[config.mk]
export PLATFORM = sky130hd
export DESIGN_NAME = alu_issue_flat
export DESIGN_NICKNAME = d
export VERILOG_FILES = /design/src/rtl/alu_issue_if.sv /design/src/rtl/alu_issue.sv /design/src/flat_wrapper.sv
export SDC_FILE = /design/constraint.sdc
export NUM_CORES = 1
export LEC_CHECK = 0
export CAP_MARGIN = 20
export CORE_MARGIN = 2
export CORE_UTILIZATION = 35
export DETAILED_ROUTE_END_ITERATION = 10
export SLEW_MARGIN = 0
export SYNTH_ARGS = -nofsm -noshare
export SYNTH_HDL_FRONTEND = slang
export SYNTH_SLANG_ARGS = --single-unit
export TNS_END_PERCENT = 100
[constraint.sdc]
create_clock -name clock -period 2.2 [get_ports clock]
set_input_delay 0.44 -clock clock [delete_from_list [all_inputs] [get_ports clock]]
set_output_delay 0.44 -clock clock [all_outputs]
set_load 0.1 [all_outputs]
[src/rtl/alu_issue_if.sv]
// Handshake and data bundle between the decode stage, the alu_issue buffer and the ALU.
// The slave modport is the alu_issue side; master is the side that drives the instruction stream.
interface alu_issue_if;
    logic        in_valid;
    logic        in_ready;
    logic [31:0] in_insn;
    logic [31:0] in_rs_data;
    logic [31:0] in_rt_data;
    logic        wb_en;
    logic [4:0]  wb_rd;
    logic [31:0] wb_data;
    logic        out_valid;
    logic        out_ready;
    logic [31:0] data_operandA;
    logic [31:0] data_operandB;
    logic [4:0]  ctrl_ALUopcode;
    logic [4:0]  ctrl_shiftamt;
    logic [4:0]  out_rd;
    logic        out_wen;
    logic        out_ill;

    modport slave (
        input  in_valid, in_insn, in_rs_data, in_rt_data,
        input  wb_en, wb_rd, wb_data,
        input  out_ready,
        output in_ready, out_valid,
        output data_operandA, data_operandB, ctrl_ALUopcode, ctrl_shiftamt,
        output out_rd, out_wen, out_ill
    );

    modport master (
        output in_valid, in_insn, in_rs_data, in_rt_data,
        output wb_en, wb_rd, wb_data,
        output out_ready,
        input  in_ready, out_valid,
        input  data_operandA, data_operandB, ctrl_ALUopcode, ctrl_shiftamt,
        input  out_rd, out_wen, out_ill
    );
endinterface

[src/rtl/alu_issue.sv]
// Execute-stage issue buffer: decodes R-type/addi into ALU operands and holds them in a 2-entry skid buffer.
// Optional same-cycle writeback forwarding is enabled by defining ALU_ISSUE_FWD_EN.
module alu_issue #(
    parameter int DEPTH = 2
) (
    input  logic        clock,
    input  logic        resetn,
    alu_issue_if.slave  bus
);

    localparam logic [1:0] FULL_LVL = 2'(DEPTH);

    typedef enum logic [1:0] {
        EMPTY = 2'd0,
        ONE   = 2'd1,
        FULL  = FULL_LVL
    } state_e;

    typedef struct packed {
        logic [31:0] a;
        logic [31:0] b;
        logic [4:0]  op;
        logic [4:0]  sh;
        logic [4:0]  rd;
        logic        wen;
        logic        ill;
    } entry_t;

    state_e      state_q, state_d;
    entry_t      head_q, head_d;
    entry_t      tail_q, tail_d;
    logic        in_ready_q, in_ready_d;
    logic        out_valid_q, out_valid_d;

    logic        accept_s;
    logic        pop_s;
    logic [4:0]  rs_idx_s;
    logic [4:0]  rt_idx_s;
    logic [31:0] rs_val_s;
    logic [31:0] rt_val_s;
    entry_t      new_s;

`ifdef ALU_ISSUE_FWD_EN
    logic        unused_s;
    assign unused_s = ^{bus.in_insn[1:0]};
`else
    logic        unused_s;
    assign unused_s = ^{bus.in_insn[1:0], bus.wb_en, bus.wb_rd, bus.wb_data};
`endif

    function automatic entry_t decode(input logic [31:0] insn,
                                      input logic [31:0] rs_val,
                                      input logic [31:0] rt_val);
        entry_t e;
        e = '0;
        case (insn[31:27])
            5'b00000: begin
                e.a   = rs_val;
                e.b   = rt_val;
                e.op  = insn[6:2];
                e.sh  = insn[11:7];
                e.rd  = insn[26:22];
                e.wen = (insn[26:22] != 5'd0);
            end
            5'b00101: begin
                e.a   = rs_val;
                e.b   = {{15{insn[16]}}, insn[16:0]};
                e.rd  = insn[26:22];
                e.wen = (insn[26:22] != 5'd0);
            end
            default: begin
                e.ill = 1'b1;
            end
        endcase
        return e;
    endfunction

    // Operand selection: $0 always reads zero and wins over any forwarded writeback.
    always_comb begin
        rs_idx_s = bus.in_insn[21:17];
        rt_idx_s = bus.in_insn[16:12];
        rs_val_s = 32'd0;
        rt_val_s = 32'd0;
        if (rs_idx_s == 5'd0) begin
            rs_val_s = 32'd0;
        end
`ifdef ALU_ISSUE_FWD_EN
        else if (bus.wb_en && (bus.wb_rd != 5'd0) && (bus.wb_rd == rs_idx_s)) begin
            rs_val_s = bus.wb_data;
        end
`endif
        else begin
            rs_val_s = bus.in_rs_data;
        end
        if (rt_idx_s == 5'd0) begin
            rt_val_s = 32'd0;
        end
`ifdef ALU_ISSUE_FWD_EN
        else if (bus.wb_en && (bus.wb_rd != 5'd0) && (bus.wb_rd == rt_idx_s)) begin
            rt_val_s = bus.wb_data;
        end
`endif
        else begin
            rt_val_s = bus.in_rt_data;
        end
        new_s = decode(bus.in_insn, rs_val_s, rt_val_s);
    end

    // Buffer occupancy: head is what the ALU sees, tail only exists while FULL.
    always_comb begin
        accept_s    = bus.in_valid & in_ready_q;
        pop_s       = out_valid_q & bus.out_ready;
        state_d     = state_q;
        head_d      = head_q;
        tail_d      = tail_q;
        case (state_q)
            EMPTY: begin
                if (accept_s) begin
                    head_d  = new_s;
                    state_d = ONE;
                end else begin
                    state_d = EMPTY;
                end
            end
            ONE: begin
                if (accept_s && pop_s) begin
                    head_d  = new_s;
                    state_d = ONE;
                end else if (accept_s) begin
                    tail_d  = new_s;
                    state_d = FULL;
                end else if (pop_s) begin
                    state_d = EMPTY;
                end else begin
                    state_d = ONE;
                end
            end
            FULL: begin
                if (pop_s) begin
                    head_d  = tail_q;
                    state_d = ONE;
                end else begin
                    state_d = FULL;
                end
            end
            default: begin
                state_d = EMPTY;
            end
        endcase
        in_ready_d  = (state_d != FULL);
        out_valid_d = (state_d != EMPTY);
    end

    // State and entry registers; in_ready stays low until the first edge after reset release.
    always_ff @(posedge clock or negedge resetn) begin
        if (!resetn) begin
            state_q     <= EMPTY;
            head_q      <= '0;
            tail_q      <= '0;
            in_ready_q  <= 1'b0;
            out_valid_q <= 1'b0;
        end else begin
            state_q     <= state_d;
            head_q      <= head_d;
            tail_q      <= tail_d;
            in_ready_q  <= in_ready_d;
            out_valid_q <= out_valid_d;
        end
    end

    assign bus.in_ready       = in_ready_q;
    assign bus.out_valid      = out_valid_q;
    assign bus.data_operandA  = head_q.a;
    assign bus.data_operandB  = head_q.b;
    assign bus.ctrl_ALUopcode = head_q.op;
    assign bus.ctrl_shiftamt  = head_q.sh;
    assign bus.out_rd         = head_q.rd;
    assign bus.out_wen        = head_q.wen;
    assign bus.out_ill        = head_q.ill;

endmodule

[src/flat_wrapper.sv]
// flat-port wrapper written by rule: the top's interface ports become plain ports
module alu_issue_flat 
#(
    parameter int DEPTH = 2
)
  (clock, resetn, bus_in_valid, bus_in_insn, bus_in_rs_data, bus_in_rt_data, bus_wb_en, bus_wb_rd, bus_wb_data, bus_out_ready, bus_in_ready, bus_out_valid, bus_data_operandA, bus_data_operandB, bus_ctrl_ALUopcode, bus_ctrl_shiftamt, bus_out_rd, bus_out_wen, bus_out_ill);
  alu_issue_if bus_i ();
  input  logic clock;
  input  logic resetn;
  input wire logic [$bits(bus_i.in_valid)-1:0] bus_in_valid;
  input wire logic [$bits(bus_i.in_insn)-1:0] bus_in_insn;
  input wire logic [$bits(bus_i.in_rs_data)-1:0] bus_in_rs_data;
  input wire logic [$bits(bus_i.in_rt_data)-1:0] bus_in_rt_data;
  input wire logic [$bits(bus_i.wb_en)-1:0] bus_wb_en;
  input wire logic [$bits(bus_i.wb_rd)-1:0] bus_wb_rd;
  input wire logic [$bits(bus_i.wb_data)-1:0] bus_wb_data;
  input wire logic [$bits(bus_i.out_ready)-1:0] bus_out_ready;
  output wire logic [$bits(bus_i.in_ready)-1:0] bus_in_ready;
  output wire logic [$bits(bus_i.out_valid)-1:0] bus_out_valid;
  output wire logic [$bits(bus_i.data_operandA)-1:0] bus_data_operandA;
  output wire logic [$bits(bus_i.data_operandB)-1:0] bus_data_operandB;
  output wire logic [$bits(bus_i.ctrl_ALUopcode)-1:0] bus_ctrl_ALUopcode;
  output wire logic [$bits(bus_i.ctrl_shiftamt)-1:0] bus_ctrl_shiftamt;
  output wire logic [$bits(bus_i.out_rd)-1:0] bus_out_rd;
  output wire logic [$bits(bus_i.out_wen)-1:0] bus_out_wen;
  output wire logic [$bits(bus_i.out_ill)-1:0] bus_out_ill;
  assign bus_i.in_valid = bus_in_valid;
  assign bus_i.in_insn = bus_in_insn;
  assign bus_i.in_rs_data = bus_in_rs_data;
  assign bus_i.in_rt_data = bus_in_rt_data;
  assign bus_i.wb_en = bus_wb_en;
  assign bus_i.wb_rd = bus_wb_rd;
  assign bus_i.wb_data = bus_wb_data;
  assign bus_i.out_ready = bus_out_ready;
  assign bus_in_ready = bus_i.in_ready;
  assign bus_out_valid = bus_i.out_valid;
  assign bus_data_operandA = bus_i.data_operandA;
  assign bus_data_operandB = bus_i.data_operandB;
  assign bus_ctrl_ALUopcode = bus_i.ctrl_ALUopcode;
  assign bus_ctrl_shiftamt = bus_i.ctrl_shiftamt;
  assign bus_out_rd = bus_i.out_rd;
  assign bus_out_wen = bus_i.out_wen;
  assign bus_out_ill = bus_i.out_ill;
  alu_issue #(.DEPTH(DEPTH)) u_core (.clock(clock), .resetn(resetn), .bus(bus_i));
endmodule
Word level (Yosys, flattened, before mapping)
Index checks and enable logic that the tools add are counted.
{"block": "op_classes", "eq_ne": 7, "mux": 16, "n_bitwise": 3, "n_reduce_logical": 11}
{"op": "two-way mux 81 bit", "count": 3}
{"op": "case mux 81 bit (3 select lines)", "count": 1}
{"op": "case mux 64 bit (2 select lines)", "count": 1}
{"op": "two-way mux 32 bit", "count": 2}
{"op": "zero test 5 bit", "count": 3}
{"op": "two-way mux 10 bit", "count": 1}
{"op": "two-way mux 2 bit", "count": 3}
{"op": "two-way mux 6 bit", "count": 1}
{"op": "!= test 2 x 1 -> 1 bit, second input constant", "count": 3}
{"op": "case mux 2 bit (3 select lines)", "count": 1}
{"op": "equality test 5 x 3 -> 1 bit, second input constant", "count": 1}
{"op": "nonzero test 5 bit", "count": 1}
{"op": "AND reduction 4 bit", "count": 1}
{"op": "two-way mux 1 bit", "count": 3}
{"op": "AND reduction 3 bit", "count": 1}
{"op": "nonzero test 3 bit", "count": 1}
{"op": "AND 1 bit", "count": 2}
{"op": "equality test 2 x 1 -> 1 bit, second input constant", "count": 1}
{"op": "equality test 2 bit, second input constant", "count": 1}
{"op": "zero test 2 bit", "count": 1}
{"op": "!= test 2 bit, second input constant", "count": 1}
{"op": "nonzero test 2 bit", "count": 1}
{"op": "OR reduction 2 bit", "count": 1}
{"op": "logical AND 1 bit", "count": 1}
{"op": "NOT 1 bit", "count": 1}
{"block": "word_totals", "regBits": 166, "input_bits": 138, "output_inout_bits": 83, "elab_cells": 54}

Depth between registers and ports, before layout
{"block": "depth", "ltp_word": 6, "depth_mapped": 9, "depth_no_buf": 7}

Least setup slack after synthesis
OpenSTA, ideal clock, no wires.
{"block": "synth_path", "path_kind": "register to register", "from": "reg u_core.in_ready_q, in the netlist u_core.bus.in_ready", "to": "reg u_core.tail_q[10] (netlist bit)", "setup_time_ns": 0.066, "arrival_time_ns": 2.335, "required_time_ns": 2.134, "slack_ns": -0.201, "path_stages_with_launch": 10, "n_path_buf": 3, "period_less_slack_ns": 2.401, "cell_sequence": "dfrtp_1 -> nand2_1 -> inv_1 -> ha_1 -> or3_1 -> buf_2 -> buf_1 -> buf_1 -> nand2_1 -> nand2_1"}
{"block": "synth_between", "elab_chain_cells": 4}
{"item": "from (decl)", "line": "alu_issue.sv:32", "source": "logic in_ready_q, in_ready_d;"}
{"item": "from (signal assigned)", "line": "alu_issue.sv:166", "source": "in_ready_q <= in_ready_d;"}
{"item": "AND 1 bit *", "line": "alu_issue.sv:111", "source": "accept_s = bus.in_valid & in_ready_q;"}
{"item": "logical AND 1 bit", "line": "alu_issue.sv:126", "source": "if (accept_s && pop_s) begin"}
{"item": "NOT 1 bit (no line)"}
{"item": "AND reduction 3 bit (no line) *"}
{"item": "to (signal assigned)", "line": "alu_issue.sv:165", "source": "tail_q <= tail_d;"}
{"item": "to (decl)", "line": "alu_issue.sv:31", "source": "entry_t tail_q, tail_d;"}
Every way passes the cells marked *; elsewhere a longest branch is shown, timed or not.
A chain may end at the register's enable or synchronous reset.

Final worst setup path
{"block": "layout_path", "from": "in bus_in_valid", "to": "reg u_core.tail_q[22] (netlist bit)"}
{"block": "layout_between", "elab_chain_cells": 4}
{"item": "from (decl)", "line": "flat_wrapper.sv:10", "source": "input wire logic [$bits(bus_i.in_valid)-1:0] bus_in_valid;"}
{"item": "AND 1 bit *", "line": "alu_issue.sv:111"}
{"item": "logical AND 1 bit", "line": "alu_issue.sv:126"}
{"item": "NOT 1 bit (no line)"}
{"item": "AND reduction 3 bit (no line) *"}
Marks and branches as above.

==> reports/metrics.cfg <==
[power_and_ir_drop]
combPwrFrac_pct = 49.1
p_sw_mw = 6.98
seqPwrFrac_pct = 30.1
power.share.clock_pct = 20.7
power_density_nw_per_um2 = 1420
power_mw = 14.5
ir_worst_vdd_mv = 1.24
power.share.switching_pct = 48.1
p_int_mw = 7.52
p_leak_nw = 4.41

[route]
drt-pass1-iter-count = 4
routed_via_density = 5.01
routedWlPerCell_um = 16.2
vias = 6347
drtIter0Drc = 327
postRouteAntennaNets = 0
drt-total-wl_um = 20600
drc = 0

[sta]
min_period_over_period_pct = 87.7
setup_viol = 0
fin_ws_ns = 0.270
fin_crit_ns = 1.93
slew_viol_final = 0
max_clock_freq_mhz = 518
grt_setup_unrepaired = no
fin_setup_tns_ns = 0
slew_headroom_pct = 59.9
clock_skew_ns = 0.00819
tightest_slew_ns = 0.597
timing.final.hold_violations = 0
whs_ns = 0.475

[placed_design]
place_area_um2 = 9600
placedCellCount = 1235
place_congestion = 0.797
io_buffers = 182
dp_hpwl_um = 13500
pre_cts_ws_ns = -0.184

[die]
start_util_pct = 36.0
fp.dieH_um = 149
io_pins = 221
rows = 52
die_x_um = 149
dieArea_um2 = 22100
core-area_um2 = 20400

[status]
status = completed

[global_routing]
grt_usage_pct = 19.1
grt_max_degree = 65
grt_pass1_wl_um = 33300
antenna_found_initial = 0
grt.overflow.total = 0
first_global_vias = 6276

[finish]
antenna_cells = 0
post-route-util_pct = 50.1
nFillCells = 1930
finalNonFillerCells = 1268
final_common_cell = nand2_1
finalInstanceArea_um2 = 10200
multiInputGateArea_um2 = 2880
final_nets = 1125
area_delta_synth_final_pct = 39.1
layout_common_cells = nand2_1 (181), dfrtp_1 (164), buf_4 (110)
ff_latch_area_um2 = 4160
drive_gt1_share_pct = 17.8

[cts]
cts_buffer_depth = 2
numCtsBuffers = 17
h-tree-depth = 4
clock_latency_ns = 0.43
cts_root_buffer = clkbuf_16
postCtsSetupRepairBufs = 0
path_clk_slew_ns = 0.07
cts_sinks = 166
cts_tree = built

[logic_synthesis]
synthCells = 804
syn_avg_cell_area_um2 = 9.11
syn_area_um2 = 7330
synth.ff_latch_count = 166
synth_cell_types = 36
yosysWarnings = 0
yosysSeqAreaShare_pct = 56.7
synth_nets = 944

[worst_setup_path]
cp_max_fo = 20
crit_required_ns = 2.51
critical_path_class = primary input to register
cp-start-kind = primary input
cp-end-kind = register
worstPathArrival_ns = 2.24

[run]
max-cap-violations = 0

[worst_hold_path]
min_path_type = register to register

==> per-layer routing <==
layer / share of wire [%] / global-route usage [%] / up-vias
met2: 48 / 31.0 / 138
met4: 1.1 / 5.10 / 0
met3: 5.0 / 4.36 / 17
met1: 46 / 26.0 / 3035
li1: - / - / 3157
met5: 0 / 0 / -
==> power by group through the flow <==
stage | logic (mW) | clock network (mW) | registers [mW]
after floorplan | 2.16 | 0 | 7.18
after global placement | 7.16 | 0 | 4.40
after detailed placement | 7.19 | 0 | 4.41
after CTS | 7.20 | 3.08 | 4.37
after global routing | 7.60 | 3.22 | 4.47
final | 7.13 | 3.00 | 4.37
==> state kept, by name, indices dropped and copies added (netlist names) <==
name / count
u_core.bus.ctrl_ALUopcode: 5
u_core.bus.ctrl_shiftamt: 5
u_core.bus.data_operandA: 32
u_core.bus.data_operandB: 32
u_core.bus.in_ready: 1
u_core.bus.out_ill: 1
u_core.bus.out_rd: 5
u_core.bus.out_valid: 1
u_core.bus.out_wen: 1
u_core.state_q: 2
u_core.tail_q: 81
==> Yosys cell counts <==
master     number  area, µm²
a211oi_1        1       7.51
a211oi_4        1       20.0
a21o_1          1       7.51
a21oi_1        65        325
a21oi_2         1       8.76
a221oi_1       29        254
a221oi_2        4       60.1
and3_1          1       6.26
buf_1           4       15.0
buf_2           9       45.0
buf_4           1       7.51
buf_6           7       78.8
clkbuf_1       45        169
clkbuf_4        1       7.51
dfrtp_1       166       4150
ha_1            2       25.0
inv_1           6       22.5
nand2_1       181        679
nand2b_1        3       18.8
nand3_1        63        315
nand3b_1        1       7.51
nand4b_1        1       8.76
nand4bb_1       1       11.3
nor2_1         67        251
nor2b_1         1       6.26
nor3_1          1       5.00
nor4_1          2       12.5
o211a_1         1       10.0
o211ai_1       33        248
o21ai_0        63        315
o21ai_1        36        180
o22ai_1         1       6.26
o31ai_2         1       12.5
or2_2           1       6.26
or3_1           2       12.5
or4_1           1       7.51
==> final cells by class <==
class,count,area share [%]
flip-flops and latches,166,40.8
multi-input cells,565,28.3
repair buffers,229,21.7
clock buffers,19,4.34
well taps,270,3.31
clock inverters,13,1.44
inverters,6,0.221
==> worst paths after layout <==
| path | from | end | slack (ns) | cells past startpoint |
|---|---|---|---|---|
| max | bus_in_valid | u_core.tail_q[22] | 0.27 | 8 |
| min | u_core.tail_q[10] | u_core.tail_q[10] | 0.47 | 2 |
| max reg2reg | u_core.bus.in_ready | u_core.tail_q[22] | 0.32 | 7 |
| min reg2reg | u_core.tail_q[10] | u_core.tail_q[10] | 0.47 | 2 |
| max in group asynchronous | resetn | u_core.bus.data_operandB[6] | 1.07 | 3 |
| min in group asynchronous | resetn | u_core.tail_q[42] | 0.49 | 2 |
==> cell families after synthesis <==
logic type / Yosys count / synth area share (%)
AOI/OAI and AO/OA: 237 / 19.9
adders and majority gates: 2 / 0.341
buffers and inverters: 73 / 4.71
and+or+nand+nor: 326 / 18.4
DFF: 166 / 56.7
==> critical path, stage by stage <==
cell             delay, ns
clkdlybuf4s50_1       0.43
nand2_1               0.11
inv_1                 0.06
ha_1                  0.23
or3_4                 0.47
buf_12                0.19
a221oi_1              0.23
nor2_1                0.07
==> what timing repair did <==
action,CTS,global route
hold buffers,1,0
gates resized for setup,0,0
endpoints found under the hold margin,33,0
Note: power is estimated with default switching activity, not from simulation.
